### src/rtl/seq_shifter_if.sv
// Handshake/data bundle between the controller and the multi-cycle shifter.
// Optional carry output present when SHIFTER_CARRY_EN is defined.
interface seq_shifter_if #(
   parameter int DSIZE  = 16,
   parameter int OPSIZE = 3,
   parameter int ASIZE  = 4
);
   logic              start;
   logic [OPSIZE-1:0] op;
   logic [ASIZE-1:0]  amt;
   logic [DSIZE-1:0]  data_b;
   logic [DSIZE-1:0]  f;
   logic              busy;
   logic              done;
`ifdef SHIFTER_CARRY_EN
   logic              carry;

   modport master (output start, op, amt, data_b, input f, busy, done, carry);
   modport slave  (input start, op, amt, data_b, output f, busy, done, carry);
`else
   modport master (output start, op, amt, data_b, input f, busy, done);
   modport slave  (input start, op, amt, data_b, output f, busy, done);
`endif
endinterface

### src/rtl/seq_shifter.sv
// Multi-cycle shift/rotate unit moving up to STEP bit positions per clock.
// Optional registered carry output enabled by defining SHIFTER_CARRY_EN.
module seq_shifter #(
   parameter int DSIZE  = 16,
   parameter int OPSIZE = 3,
   parameter int ASIZE  = 4,
   parameter int STEP   = 4
) (
   input logic          clk,
   input logic          rst,
   seq_shifter_if.slave bus
);

   typedef enum logic [1:0] {
      IDLE  = 2'b00,
      SHIFT = 2'b01,
      DONE  = 2'b10
   } state_t;

   localparam logic [OPSIZE-1:0] OP_SRL = OPSIZE'(0);
   localparam logic [OPSIZE-1:0] OP_SLL = OPSIZE'(1);
   localparam logic [OPSIZE-1:0] OP_ROR = OPSIZE'(2);
   localparam logic [OPSIZE-1:0] OP_ROL = OPSIZE'(3);
   localparam logic [OPSIZE-1:0] OP_SRA = OPSIZE'(4);
   localparam logic [ASIZE-1:0]  STEP_A = ASIZE'(STEP);

   state_t            state_q, state_d;
   logic [OPSIZE-1:0] op_q, op_d;
   logic [ASIZE-1:0]  rem_q, rem_d;
   logic [DSIZE-1:0]  work_q, work_d;
   logic [DSIZE-1:0]  f_q, f_d;
   logic              busy_q, busy_d;
   logic              done_q, done_d;

   logic [ASIZE-1:0]  step_s;
   logic [ASIZE:0]    inv_s;
   logic [DSIZE-1:0]  shifted_s;

   // Chunk size for this cycle and the work register shifted by it.
   always_comb begin
      step_s    = (rem_q < STEP_A) ? rem_q : STEP_A;
      inv_s     = (ASIZE+1)'(DSIZE) - {1'b0, step_s};
      shifted_s = work_q;
      case (op_q)
         OP_SRL:  shifted_s = work_q >> step_s;
         OP_SLL:  shifted_s = work_q << step_s;
         OP_ROR:  shifted_s = (work_q >> step_s) | (work_q << inv_s);
         OP_ROL:  shifted_s = (work_q << step_s) | (work_q >> inv_s);
         OP_SRA:  shifted_s = DSIZE'($signed(work_q) >>> step_s);
         default: shifted_s = work_q;
      endcase
   end

`ifdef SHIFTER_CARRY_EN
   logic cw_q, cw_d;
   logic carry_q, carry_d;
   logic step_bit_s;

   // Bit leaving the register this cycle: LSB end for right moves, MSB end for left.
   always_comb begin
      step_bit_s = 1'b0;
      if (step_s != ASIZE'(0)) begin
         case (op_q)
            OP_SRL, OP_SRA, OP_ROR: step_bit_s = work_q[ASIZE'(step_s - ASIZE'(1))];
            OP_SLL, OP_ROL:         step_bit_s = work_q[inv_s[ASIZE-1:0]];
            default:                step_bit_s = 1'b0;
         endcase
      end else begin
         step_bit_s = 1'b0;
      end
   end
`endif

   // Next-state, datapath updates and registered handshake outputs.
   always_comb begin
      state_d = state_q;
      op_d    = op_q;
      rem_d   = rem_q;
      work_d  = work_q;
      f_d     = f_q;
      busy_d  = busy_q;
      done_d  = 1'b0;
`ifdef SHIFTER_CARRY_EN
      cw_d    = cw_q;
      carry_d = carry_q;
`endif
      case (state_q)
         IDLE, DONE: begin
            if (bus.start) begin
               op_d    = bus.op;
               work_d  = bus.data_b;
               // Pass-through opcodes finish on the first edge, like amt=0.
               rem_d   = (bus.op > OP_SRA) ? ASIZE'(0) : bus.amt;
               busy_d  = 1'b1;
               state_d = SHIFT;
`ifdef SHIFTER_CARRY_EN
               cw_d    = 1'b0;
`endif
            end else begin
               busy_d  = 1'b0;
               state_d = IDLE;
            end
         end
         SHIFT: begin
            work_d = shifted_s;
            rem_d  = rem_q - step_s;
`ifdef SHIFTER_CARRY_EN
            if (step_s != ASIZE'(0)) begin
               cw_d = step_bit_s;
            end else begin
               cw_d = cw_q;
            end
`endif
            if (rem_q <= STEP_A) begin
               f_d     = shifted_s;
               done_d  = 1'b1;
               busy_d  = 1'b0;
               state_d = DONE;
`ifdef SHIFTER_CARRY_EN
               carry_d = (step_s != ASIZE'(0)) ? step_bit_s : cw_q;
`endif
            end else begin
               state_d = SHIFT;
            end
         end
         default: begin
            busy_d  = 1'b0;
            state_d = IDLE;
         end
      endcase
   end

   // State and datapath registers, cleared asynchronously by rst.
   always_ff @(posedge clk or posedge rst) begin
      if (rst) begin
         state_q <= IDLE;
         op_q    <= OPSIZE'(0);
         rem_q   <= ASIZE'(0);
         work_q  <= DSIZE'(0);
         f_q     <= DSIZE'(0);
         busy_q  <= 1'b0;
         done_q  <= 1'b0;
`ifdef SHIFTER_CARRY_EN
         cw_q    <= 1'b0;
         carry_q <= 1'b0;
`endif
      end else begin
         state_q <= state_d;
         op_q    <= op_d;
         rem_q   <= rem_d;
         work_q  <= work_d;
         f_q     <= f_d;
         busy_q  <= busy_d;
         done_q  <= done_d;
`ifdef SHIFTER_CARRY_EN
         cw_q    <= cw_d;
         carry_q <= carry_d;
`endif
      end
   end

   assign bus.f    = f_q;
   assign bus.busy = busy_q;
   assign bus.done = done_q;
`ifdef SHIFTER_CARRY_EN
   assign bus.carry = carry_q;
`endif

endmodule

### src/flat_wrapper.sv
// flat-port wrapper written by rule: the top's interface ports become plain ports
module seq_shifter_flat 
#(
   parameter int DSIZE  = 16,
   parameter int OPSIZE = 3,
   parameter int ASIZE  = 4,
   parameter int STEP   = 4
)
  (clk, rst, bus_start, bus_op, bus_amt, bus_data_b, bus_f, bus_busy, bus_done);
  seq_shifter_if #(.DSIZE(DSIZE), .OPSIZE(OPSIZE), .ASIZE(ASIZE)) bus_i ();
  input logic clk;
  input logic rst;
  input wire logic [$bits(bus_i.start)-1:0] bus_start;
  input wire logic [$bits(bus_i.op)-1:0] bus_op;
  input wire logic [$bits(bus_i.amt)-1:0] bus_amt;
  input wire logic [$bits(bus_i.data_b)-1:0] bus_data_b;
  output wire logic [$bits(bus_i.f)-1:0] bus_f;
  output wire logic [$bits(bus_i.busy)-1:0] bus_busy;
  output wire logic [$bits(bus_i.done)-1:0] bus_done;
  assign bus_i.start = bus_start;
  assign bus_i.op = bus_op;
  assign bus_i.amt = bus_amt;
  assign bus_i.data_b = bus_data_b;
  assign bus_f = bus_i.f;
  assign bus_busy = bus_i.busy;
  assign bus_done = bus_i.done;
  seq_shifter #(.DSIZE(DSIZE), .OPSIZE(OPSIZE), .ASIZE(ASIZE), .STEP(STEP)) u_core (.clk(clk), .rst(rst), .bus(bus_i));
endmodule
### config.mk
export PLATFORM = sky130hd
export DESIGN_NAME = seq_shifter_flat
export DESIGN_NICKNAME = d
export VERILOG_FILES = /design/src/rtl/seq_shifter_if.sv /design/src/rtl/seq_shifter.sv /design/src/flat_wrapper.sv
export SDC_FILE = /design/constraint.sdc
export NUM_CORES = 1
export LEC_CHECK = 0
export ABC_AREA = 1
export CORE_MARGIN = 3
export CORE_UTILIZATION = 50
export CTS_BUF_LIST = sky130_fd_sc_hd__clkbuf_4 sky130_fd_sc_hd__clkbuf_8
export DETAILED_ROUTE_END_ITERATION = 7
export PLACE_DENSITY = 0.72
export SLEW_MARGIN = 20
export SYNTH_ARGS = -nofsm -noshare
export SYNTH_HDL_FRONTEND = slang
export SYNTH_SLANG_ARGS = --single-unit
### constraint.sdc
create_clock -name clk -period 4.78 [get_ports clk]
set_clock_uncertainty 0.05 [all_clocks]
set_input_delay 1.434 -clock clk [delete_from_list [all_inputs] [get_ports clk]]
set_output_delay 1.434 -clock clk [all_outputs]
set_load 0.005 [all_outputs]
==> impl_metrics.toml, run 1 <==
[worst_setup_path]
timing.critical_path.mode_cell = "nand2_1"
max_stage_delay_ps = 450
regToRegStartpoint = "u_core.rem_q[2]"
timing.reg2reg.setup_slack_ps = 1500
critPathCaptureType = "flip-flop"
largest_fanout_of_any_net_on_the_critical_path = 27
r2r-end = "u_core.bus.f[9]"
critical_path.slowest_cell = "dfrtp_1"
cp.arrival_ps = 3410
timing.critical_path.from_type = "flip-flop"
r2r.worst_path.cells = 15
worst_ep_required_time_ps = 4900
setup.worst_path.class = "reg2reg"
crit_chain = "inv_1 > nand2_2 > nor2_4 > inv_2 > ha_1 > ha_1 > inv_1 > buf_4 > o211ai_1 > nand3_1 > nand2_1 > nor2_1 > nand2_1 > nand3_1 > nand2_1"

[clock_network]
cts_max_path_buffers = 2
clkSlewWorstSetupHoldPaths_ps = 70
worstSkewPairLatency_ps = 290
cts-htree-levels = 2
cts.sinks = 43
postCtsSetupBuffers = 0
cts_hold_repair.buffers = 0
postCtsResizedCells = 0
cts_inserted_buffers = 5
clock_tree_from_tritoncts = "done"
ctsRootBufferMaster = "clkbuf_8"

[final_layout]
finalCoreUtilization_pct = 59.8
num-fill-cells = 757
ff_latch_area_sq_um = 1080
area_growth_syn_to_layout_pct = 12.8
finish.net_count = 781
multi_input_area_sq_um = 2700
antenna-diode-count = 0
drive_above_1_share_pct = 6.39
final_area_sq_um = 4760

[synth]
synth_top_area_cell = "dfrtp_1"
synthesis.instances = 725
synth.top_cells.by_area = "dfrtp_1, nand2_1, nand3_1, inv_1, o21ai_0"
netlist_area_sq_um = 4220
synth_seq_cells = 43
synth.most_common_cell = "nand2_1"
ys.warnings.count = 0
yosysSeqAreaShare_pct = 25.5
asyncSetResetFlopFracSynth_pct = 100
post_synth.cell_area_avg_sq_um = 5.83
synth.distinct_cells = 36
synth-edff-count = 0
synth_top_cell_area_share_pct = 25.5
synth_commonest_cells = "nand2_1, nand3_1, inv_1"
ys.flop_type = "dfrtp_1"
postSynthNetCount = 754

[timing]
worst_hold_slack_ps = 439
maxSlewHeadroom_pct = 48.7
rsz0062_at_grt = "no"
timing.final.setup_violations = 0
hold_violations = 0
period_share_pct = 68.6
setup-tns-final_ps = 0
worst_pin_slew_ps = 768
layout_min_cycle_time_ps = 3280
achievable-frequency_ghz = 0.305
timing_max_transition_violations_final = 0

[route]
detail_route.iter0.violations = 700
vias_per_cell = 6.34
route.detailed.wl_per_inst_microns = 19.8
drtPass1Iterations = 6
ant_nets = 0
vias = 5405
drcViolationCount = 0
postRouteWirelength_microns = 16900

[floorplanning]
floorplan.initialDensity_pct = 53.0
floorplan.rows = 32
floorplan.io_pins = 44
die_width_microns = 97.9
die_height_microns = 97.9
fp.coreArea_sq_um = 7970
full_die_area_sq_um = 9590

[worst_hold_path]
min_path_cells = 2
min_from = "u_core.bus.f[3]"
worst_hold_path_type = "reg2reg"
timing.hold.worst_endpoint = "u_core.bus.f[3]"

[status]
outcome = "complete, no violations"

[place]
hpwl_microns = 12800
place_congestion = 1.03
numPortBuffers = 43
detailed_place.area_sq_um = 4690

[global_route]
overflow = 0
wire_length_of_the_first_global_routing_pass_microns = 27300
grt_pass1_vias = 5205
track_usage_pct = 35.2
pin_count_of_the_biggest_net_entering_global_routing = 44
grt_antenna_before_repair = 0

[run]
cap_viol_max_count = 0
## through the flow
stage	setup slack, ps	std cells
3_3_place_gp	1660	847
2_1_floorplan	2280	725
6_report	1500	853
3_5_place_dp	1500	847
4_1_cts	1590	853
5_1_grt	1250	853
## critical path, delay by kind of cell (launching register included)
| family | cells | cell delay (ps) |
|---|---|---|
| AOI/OAI and AO/OA | 1 | 170 |
| adders and majority gates | 2 | 520 |
| buffers and inverters | 4 | 850 |
| DFF | 1 | 450 |
| and+or+nand+nor | 8 | 1100 |
## sequential cells by signal (all words and copies together), names as in the netlist
name,count
u_core.bus.busy,1
u_core.rem_q,4
u_core.op_q,3
u_core.bus.f,16
u_core.work_q,16
u_core.bus.done,1
u_core.state_q,2
## kinds of logic after synthesis
logic type | after synthesis | share of synthesized area (%)
buf+inv | 108 | 10.5
other cells | 1 | 0.0888
xor+xnor | 1 | 0.207
simple gates | 461 | 47.6
flops | 43 | 25.5
compound gates | 108 | 15.2
fa+ha+maj | 3 | 0.889
## cell type report
type | instances | area share [%]
Timing Repair Buffer | 51 | 10.3
Inverter | 77 | 6.07
Multi-Input combinational cell | 574 | 56.8
Tap cell | 102 | 2.68
Clock buffer | 6 | 1.60
Sequential cell | 43 | 22.6
## layout by cell type (no fill, tap or decap), types with 2 or more instances in the layout
cell type	netlist	routed
clkdlybuf4s50_1	0	43
o211ai_1	20	20
dfrtp_1	43	43
nand3_1	134	134
o21ai_1	15	15
o21ai_2	4	4
buf_4	3	8
nand4_1	10	10
nor2_2	3	3
ha_1	3	3
nor2_1	25	25
clkinv_1	3	4
o21ai_0	34	34
inv_2	11	11
a31oi_1	2	2
a21oi_1	24	24
nor3_1	3	3
o22ai_1	3	3
clkbuf_8	0	5
inv_1	63	62
nor2_4	5	5
nand2_1	268	268
nand2_2	9	9
nand3b_1	2	2
## how the worst max path moves through the flow
| stage | end | from |
|---|---|---|
| 3_5_place_dp | u_core.rem_q[2] | bus_start |
| 5_1_grt | u_core.bus.f[9] | u_core.rem_q[2] |
| 3_3_place_gp | u_core.bus.f[7] | u_core.rem_q[2] |
| 2_1_floorplan | u_core.work_q[9] | u_core.rem_q[3] |
| 4_1_cts | u_core.bus.f[9] | u_core.rem_q[2] |
| 6_report | u_core.bus.f[9] | u_core.rem_q[2] |
## per-layer routing
layer,part of all wire (%),global-route usage [%],vias to the layer above
met5,0,0,-
met4,4.7,15.4,0
met3,12,7.86,75
met2,44,54.1,426
met1,39,47.5,2466
li1,-,-,2438
Power of run 1 is left out: the tool's default activity adds up to more than one toggle a clock period on the data nets, which glitch-free logic cannot reach.
==> run 2: changes to the inputs <==
--- a/config.mk
+++ b/config.mk
@@ -10,7 +10,7 @@
 export CORE_UTILIZATION = 50
 export CTS_BUF_LIST = sky130_fd_sc_hd__clkbuf_4 sky130_fd_sc_hd__clkbuf_8
 export DETAILED_ROUTE_END_ITERATION = 7
-export PLACE_DENSITY = 0.72
+export PLACE_DENSITY = 0.74
 export SLEW_MARGIN = 20
 export SYNTH_ARGS = -nofsm -noshare
 export SYNTH_HDL_FRONTEND = slang
==> constraint.sdc (replaced) <==
create_clock -name clk -period 2.6 [get_ports clk]
set_clock_uncertainty 0.05 [all_clocks]
set_input_delay 0.78 -clock clk [delete_from_list [all_inputs] [get_ports clk]]
set_output_delay 0.78 -clock clk [all_outputs]
set_load 0.005 [all_outputs]
==> run 2 against run 1 <==
Flip-flop and latch count stayed put. Worst hold slack better by 2.9 ps. Setup slack worse by 1400 ps. Critical path depth stayed put. Fmax is 31% higher. Clock-buffer cell count stayed put. Non-clock buffer count is 19 higher. Routed wire length is 3.5% lower. Sequential share of layout area is 0.99 points lower. Global-route usage is 2.0 points lower. Die area stayed put. First-iteration DRC count is 0.86% lower. Highest routed layer unchanged.
==> impl_metrics.toml, run 2 (synthesis gave the netlist of run 1 again) <==
[status]
outcome = "complete, no violations"

[worst_setup_path]
critPathCaptureType = "flip-flop"
timing.critical_path.from_type = "flip-flop"
critical_path_s_top_delay_family = "simple AND/OR/NAND/NOR gates"
timing.critical_path.buf_inv = 4
crit_chain = "inv_1 > nand2_2 > nor2_4 > inv_2 > ha_1 > ha_1 > inv_1 > buf_12 > nand3_1 > nand3_1 > nand3b_1 > nand2_1 > nand2_1 > nand3_1 > nand2_1"
max_stage_delay_ps = 440
critical_path.slowest_cell = "dfrtp_2"
worst_ep_required_time_ps = 2730
largest_fanout_of_any_net_on_the_critical_path = 33
setup.worst_path.class = "reg2reg"
cp.arrival_ps = 2630

[run]
cap_viol_max_count = 0

[timing]
timing.final.setup_violations = 0
setup-tns-final_ps = 0
layout_min_cycle_time_ps = 2500
hold_violations = 0
maxSlewHeadroom_pct = 58.1
rsz0062_at_grt = "no"
period_share_pct = 96.3
achievable-frequency_ghz = 0.399
timing_max_transition_violations_final = 0
worst_pin_slew_ps = 624

[clock_network]
cts_inserted_buffers = 5
clock_tree_from_tritoncts = "done"
worstSkewPairLatency_ps = 290
cts_max_path_buffers = 2
cts.sinks = 43
ctsRootBufferMaster = "clkbuf_8"
cts-htree-levels = 2
clkSlewWorstSetupHoldPaths_ps = 90

[floorplanning]
floorplan.io_pins = 44
fp.coreArea_sq_um = 7970
floorplan.initialDensity_pct = 53.0
full_die_area_sq_um = 9590
die_width_microns = 97.9
floorplan.rows = 32
die_height_microns = 97.9

[place]
numPortBuffers = 43
hpwl_microns = 12400
place_congestion = 1.03

[route]
ant_nets = 0
vias_per_cell = 6.19
drtPass1Iterations = 7
drcViolationCount = 0
detail_route.iter0.violations = 694
postRouteWirelength_microns = 16300
route.detailed.wl_per_inst_microns = 18.6
vias = 5401

[final_layout]
finish.net_count = 800
most-common-layout-cells = "nand2_1, nand3_1, inv_1, clkdlybuf4s50_1, dfrtp_1"
antenna-diode-count = 0
area_growth_syn_to_layout_pct = 18.1
final_common_cell = "nand2_1"
drive_above_1_share_pct = 9.34

[worst_hold_path]
worst_hold_path_type = "reg2reg"

[global_route]
grt_antenna_before_repair = 0
pin_count_of_the_biggest_net_entering_global_routing = 34
track_usage_pct = 33.2
grt_pass1_vias = 5103
wire_length_of_the_first_global_routing_pass_microns = 25900
overflow = 0
-- run 2: worst reg2reg max path, cell delays in order, from the launching register on --
cell	delay (ps)
dfrtp_2	440
inv_1	100
nand2_2	80
nor2_4	90
inv_2	40
ha_1	210
ha_1	320
inv_1	100
buf_12	190
nand3_1	160
nand3_1	160
nand3b_1	100
nand2_1	60
nand2_1	110
nand3_1	110
nand2_1	60
-- run 2: final timing paths --
| path | startpoint | end | slack (ps) | depth (start not counted) |
|---|---|---|---|---|
| min | u_core.bus.f[2] | u_core.bus.f[2] | 440 | 2 |
| max | u_core.rem_q[2] | u_core.work_q[13] | 100 | 15 |
| max reg2reg | u_core.rem_q[2] | u_core.work_q[13] | 100 | 15 |
| min reg2reg | u_core.bus.f[2] | u_core.bus.f[2] | 440 | 2 |
| min in group asynchronous | rst | u_core.bus.f[2] | 740 | 2 |
| max in group asynchronous | rst | u_core.rem_q[2] | 1240 | 3 |
-- run 2: what timing repair did --
action                     CTS  global route
setup endpoints to repair    0            10
hold buffers                 0             0
buffers inserted             0             0
resized for setup            0             6
-- run 2: layer usage --
| layer | share of wire (%) | vias to the layer above | GRT usage (%) |
|---|---|---|---|
| li1 | - | 2486 | - |
| met3 | 14 | 68 | 10.6 |
| met4 | 3.7 | 0 | 12.7 |
| met1 | 39 | 2437 | 44.2 |
| met5 | 0 | - | 0 |
| met2 | 44 | 410 | 50.4 |
-- run 2: area by class of cell --
class,instances,area [sq um]
multi-input cells,574,2710
repair buffers,70,678
flip-flops and latches,43,1080
clock inverters,1,30.0
inverters,77,289
fillers,721,2980
clock buffers,6,76.3
well taps,102,128
-- run 2: through the flow --
stage	area [sq um]	setup WS [ps]	hold slack, ps	util (%)	cells
finish	4990	96.1	442	62.6	873
global route	4990	12.4	465	62.6	873
CTS	4970	137	444	62.4	873
detailed placement	4870	148	415	61.1	866
global placement	4870	135	415	61.1	866
floorplan	4220	102	422	-	725
Power of run 2 is left out for the same reason.
==> run 3: changes to the inputs <==
--- a/config.mk
+++ b/config.mk
@@ -11,6 +11,7 @@
 export CTS_BUF_LIST = sky130_fd_sc_hd__clkbuf_4 sky130_fd_sc_hd__clkbuf_8
 export DETAILED_ROUTE_END_ITERATION = 7
 export PLACE_DENSITY = 0.74
+export SKIP_LAST_GASP = 1
 export SLEW_MARGIN = 20
 export SYNTH_ARGS = -nofsm -noshare
 export SYNTH_HDL_FRONTEND = slang
==> run 3 against run 2 <==
Setup slack worse by 21 ps. Cell count stayed put. Utilization barely moved. Critical path depth is the same. Non-clock buffer count is the same. Fmax shrank 0.84%.
==> impl_metrics.toml, run 3 (synthesis gave the netlist of run 1 again) <==
[timing]
period_share_pct = 97.1
achievable-frequency_ghz = 0.396
maxSlewHeadroom_pct = 59.0
rsz0062_at_grt = "yes"
hold_violations = 0
timing_max_transition_violations_final = 0
worst_pin_slew_ps = 611
layout_min_cycle_time_ps = 2530
timing.final.setup_violations = 0

[floorplanning]
die_width_microns = 97.9
full_die_area_sq_um = 9590
floorplan.rows = 32
fp.coreArea_sq_um = 7970
die_height_microns = 97.9
floorplan.io_pins = 44
floorplan.initialDensity_pct = 53.0

[worst_setup_path]
max_stage_delay_ps = 440
r2r.worst_path.cells = 15
critical_path.slowest_cell = "dfrtp_1"
timing.reg2reg.setup_slack_ps = 70
crit_chain = "inv_1 > nand2_2 > nor2_4 > inv_2 > ha_1 > ha_1 > inv_1 > nand2_1 > nor2_4 > nand4_1 > a21oi_1 > nor2_1 > nand2_1 > nand3_1 > nand2_1"
critPathCaptureType = "flip-flop"
worst_ep_required_time_ps = 2780
largest_fanout_of_any_net_on_the_critical_path = 8
timing.critical_path.from_type = "flip-flop"
timing.critical_path.mode_cell = "nand2_1"
cp.arrival_ps = 2700
setup.worst_path.class = "reg2reg"

[clock_network]
clkSlewWorstSetupHoldPaths_ps = 80
postCtsSetupBuffers = 0
worstSkewPairLatency_ps = 290
cts_hold_repair.buffers = 0
cts_max_path_buffers = 2
cts.sinks = 43
clock_tree_from_tritoncts = "done"
postCtsResizedCells = 0
cts_inserted_buffers = 5
ctsRootBufferMaster = "clkbuf_8"
cts-htree-levels = 2

[global_route]
wire_length_of_the_first_global_routing_pass_microns = 25900
grt_pass1_vias = 5103
overflow = 0
track_usage_pct = 33.2
grt_antenna_before_repair = 0
pin_count_of_the_biggest_net_entering_global_routing = 34

[route]
postRouteWirelength_microns = 16200
drcViolationCount = 0
ant_nets = 0
vias = 5403
route.detailed.wl_per_inst_microns = 18.5
vias_per_cell = 6.19
detail_route.iter0.violations = 780
drtPass1Iterations = 7

[place]
place_congestion = 1.03
detailed_place.area_sq_um = 4870
hpwl_microns = 12400
placedCellCount = 866
numPortBuffers = 43

[status]
outcome = "complete, no violations"

[worst_hold_path]
min_path_cells = 2
worst_hold_path_type = "reg2reg"

[final_layout]
most-common-layout-cells = "nand2_1, nand3_1, inv_1, clkdlybuf4s50_1, dfrtp_1"
area_growth_syn_to_layout_pct = 18.0
post_layout_nonfiller_instances = 873
final_common_cell = "nand2_1"
antenna-diode-count = 0
finish.net_count = 800
drive_above_1_share_pct = 9.08
final_area_sq_um = 4980

[run]
cap_viol_max_count = 0
[run 3: cell counts in the layout (fill, tap and decap cells not counted)]
No cell type changed its count.
[run 3: area by class of cell]
class,instances,area (sq um)
tap,102,128
fill,720,2980
inverter,77,289
clock buffer,6,76.3
multi-input combinational,574,2710
clock inverter,1,30.0
timing repair buffer,70,678
sequential,43,1080
[run 3: per-stage QoR]
stage / hold WS (ps) / util (%) / TNS (ps) / setup WS (ps)
final: 443 / 62.6 / 0 / 74.9
after global routing: 465 / 62.6 / -32.0 / -32.0
after CTS: 444 / 62.4 / 0 / 137
after global placement: 415 / 61.1 / 0 / 135
after floorplan: 422 / - / 0 / 102
after detailed placement: 415 / 61.1 / 0 / 148
[run 3: path summary, 6_finish.rpt]
check / start / to
min reg2reg: u_core.bus.f[14] / u_core.bus.f[14]
min in group asynchronous: rst / u_core.bus.f[2]
max in group asynchronous: rst / u_core.work_q[15]
min: u_core.bus.f[14] / u_core.bus.f[14]
max reg2reg: u_core.rem_q[2] / u_core.work_q[13]
max: u_core.rem_q[2] / u_core.work_q[13]
[run 3: metal layers]
metal	vias to the layer above	track usage (%)	part of all wire (%)
met4	0	12.7	4.4
met1	2402	44.2	38
met3	88	10.6	14
met5	-	0	0
li1	2483	-	-
met2	430	50.4	43
[run 3: worst max-delay path, delay by kind of cell, from the launching register on]
family	cells	cell delay (ps)
AO/OA/AOI/OAI	1	180
adder cells (fa/ha/maj)	2	440
buffers and inverters	3	240
flip-flops	1	440
AND/OR/NAND/NOR	9	1120
Power of run 3 is left out for the same reason.
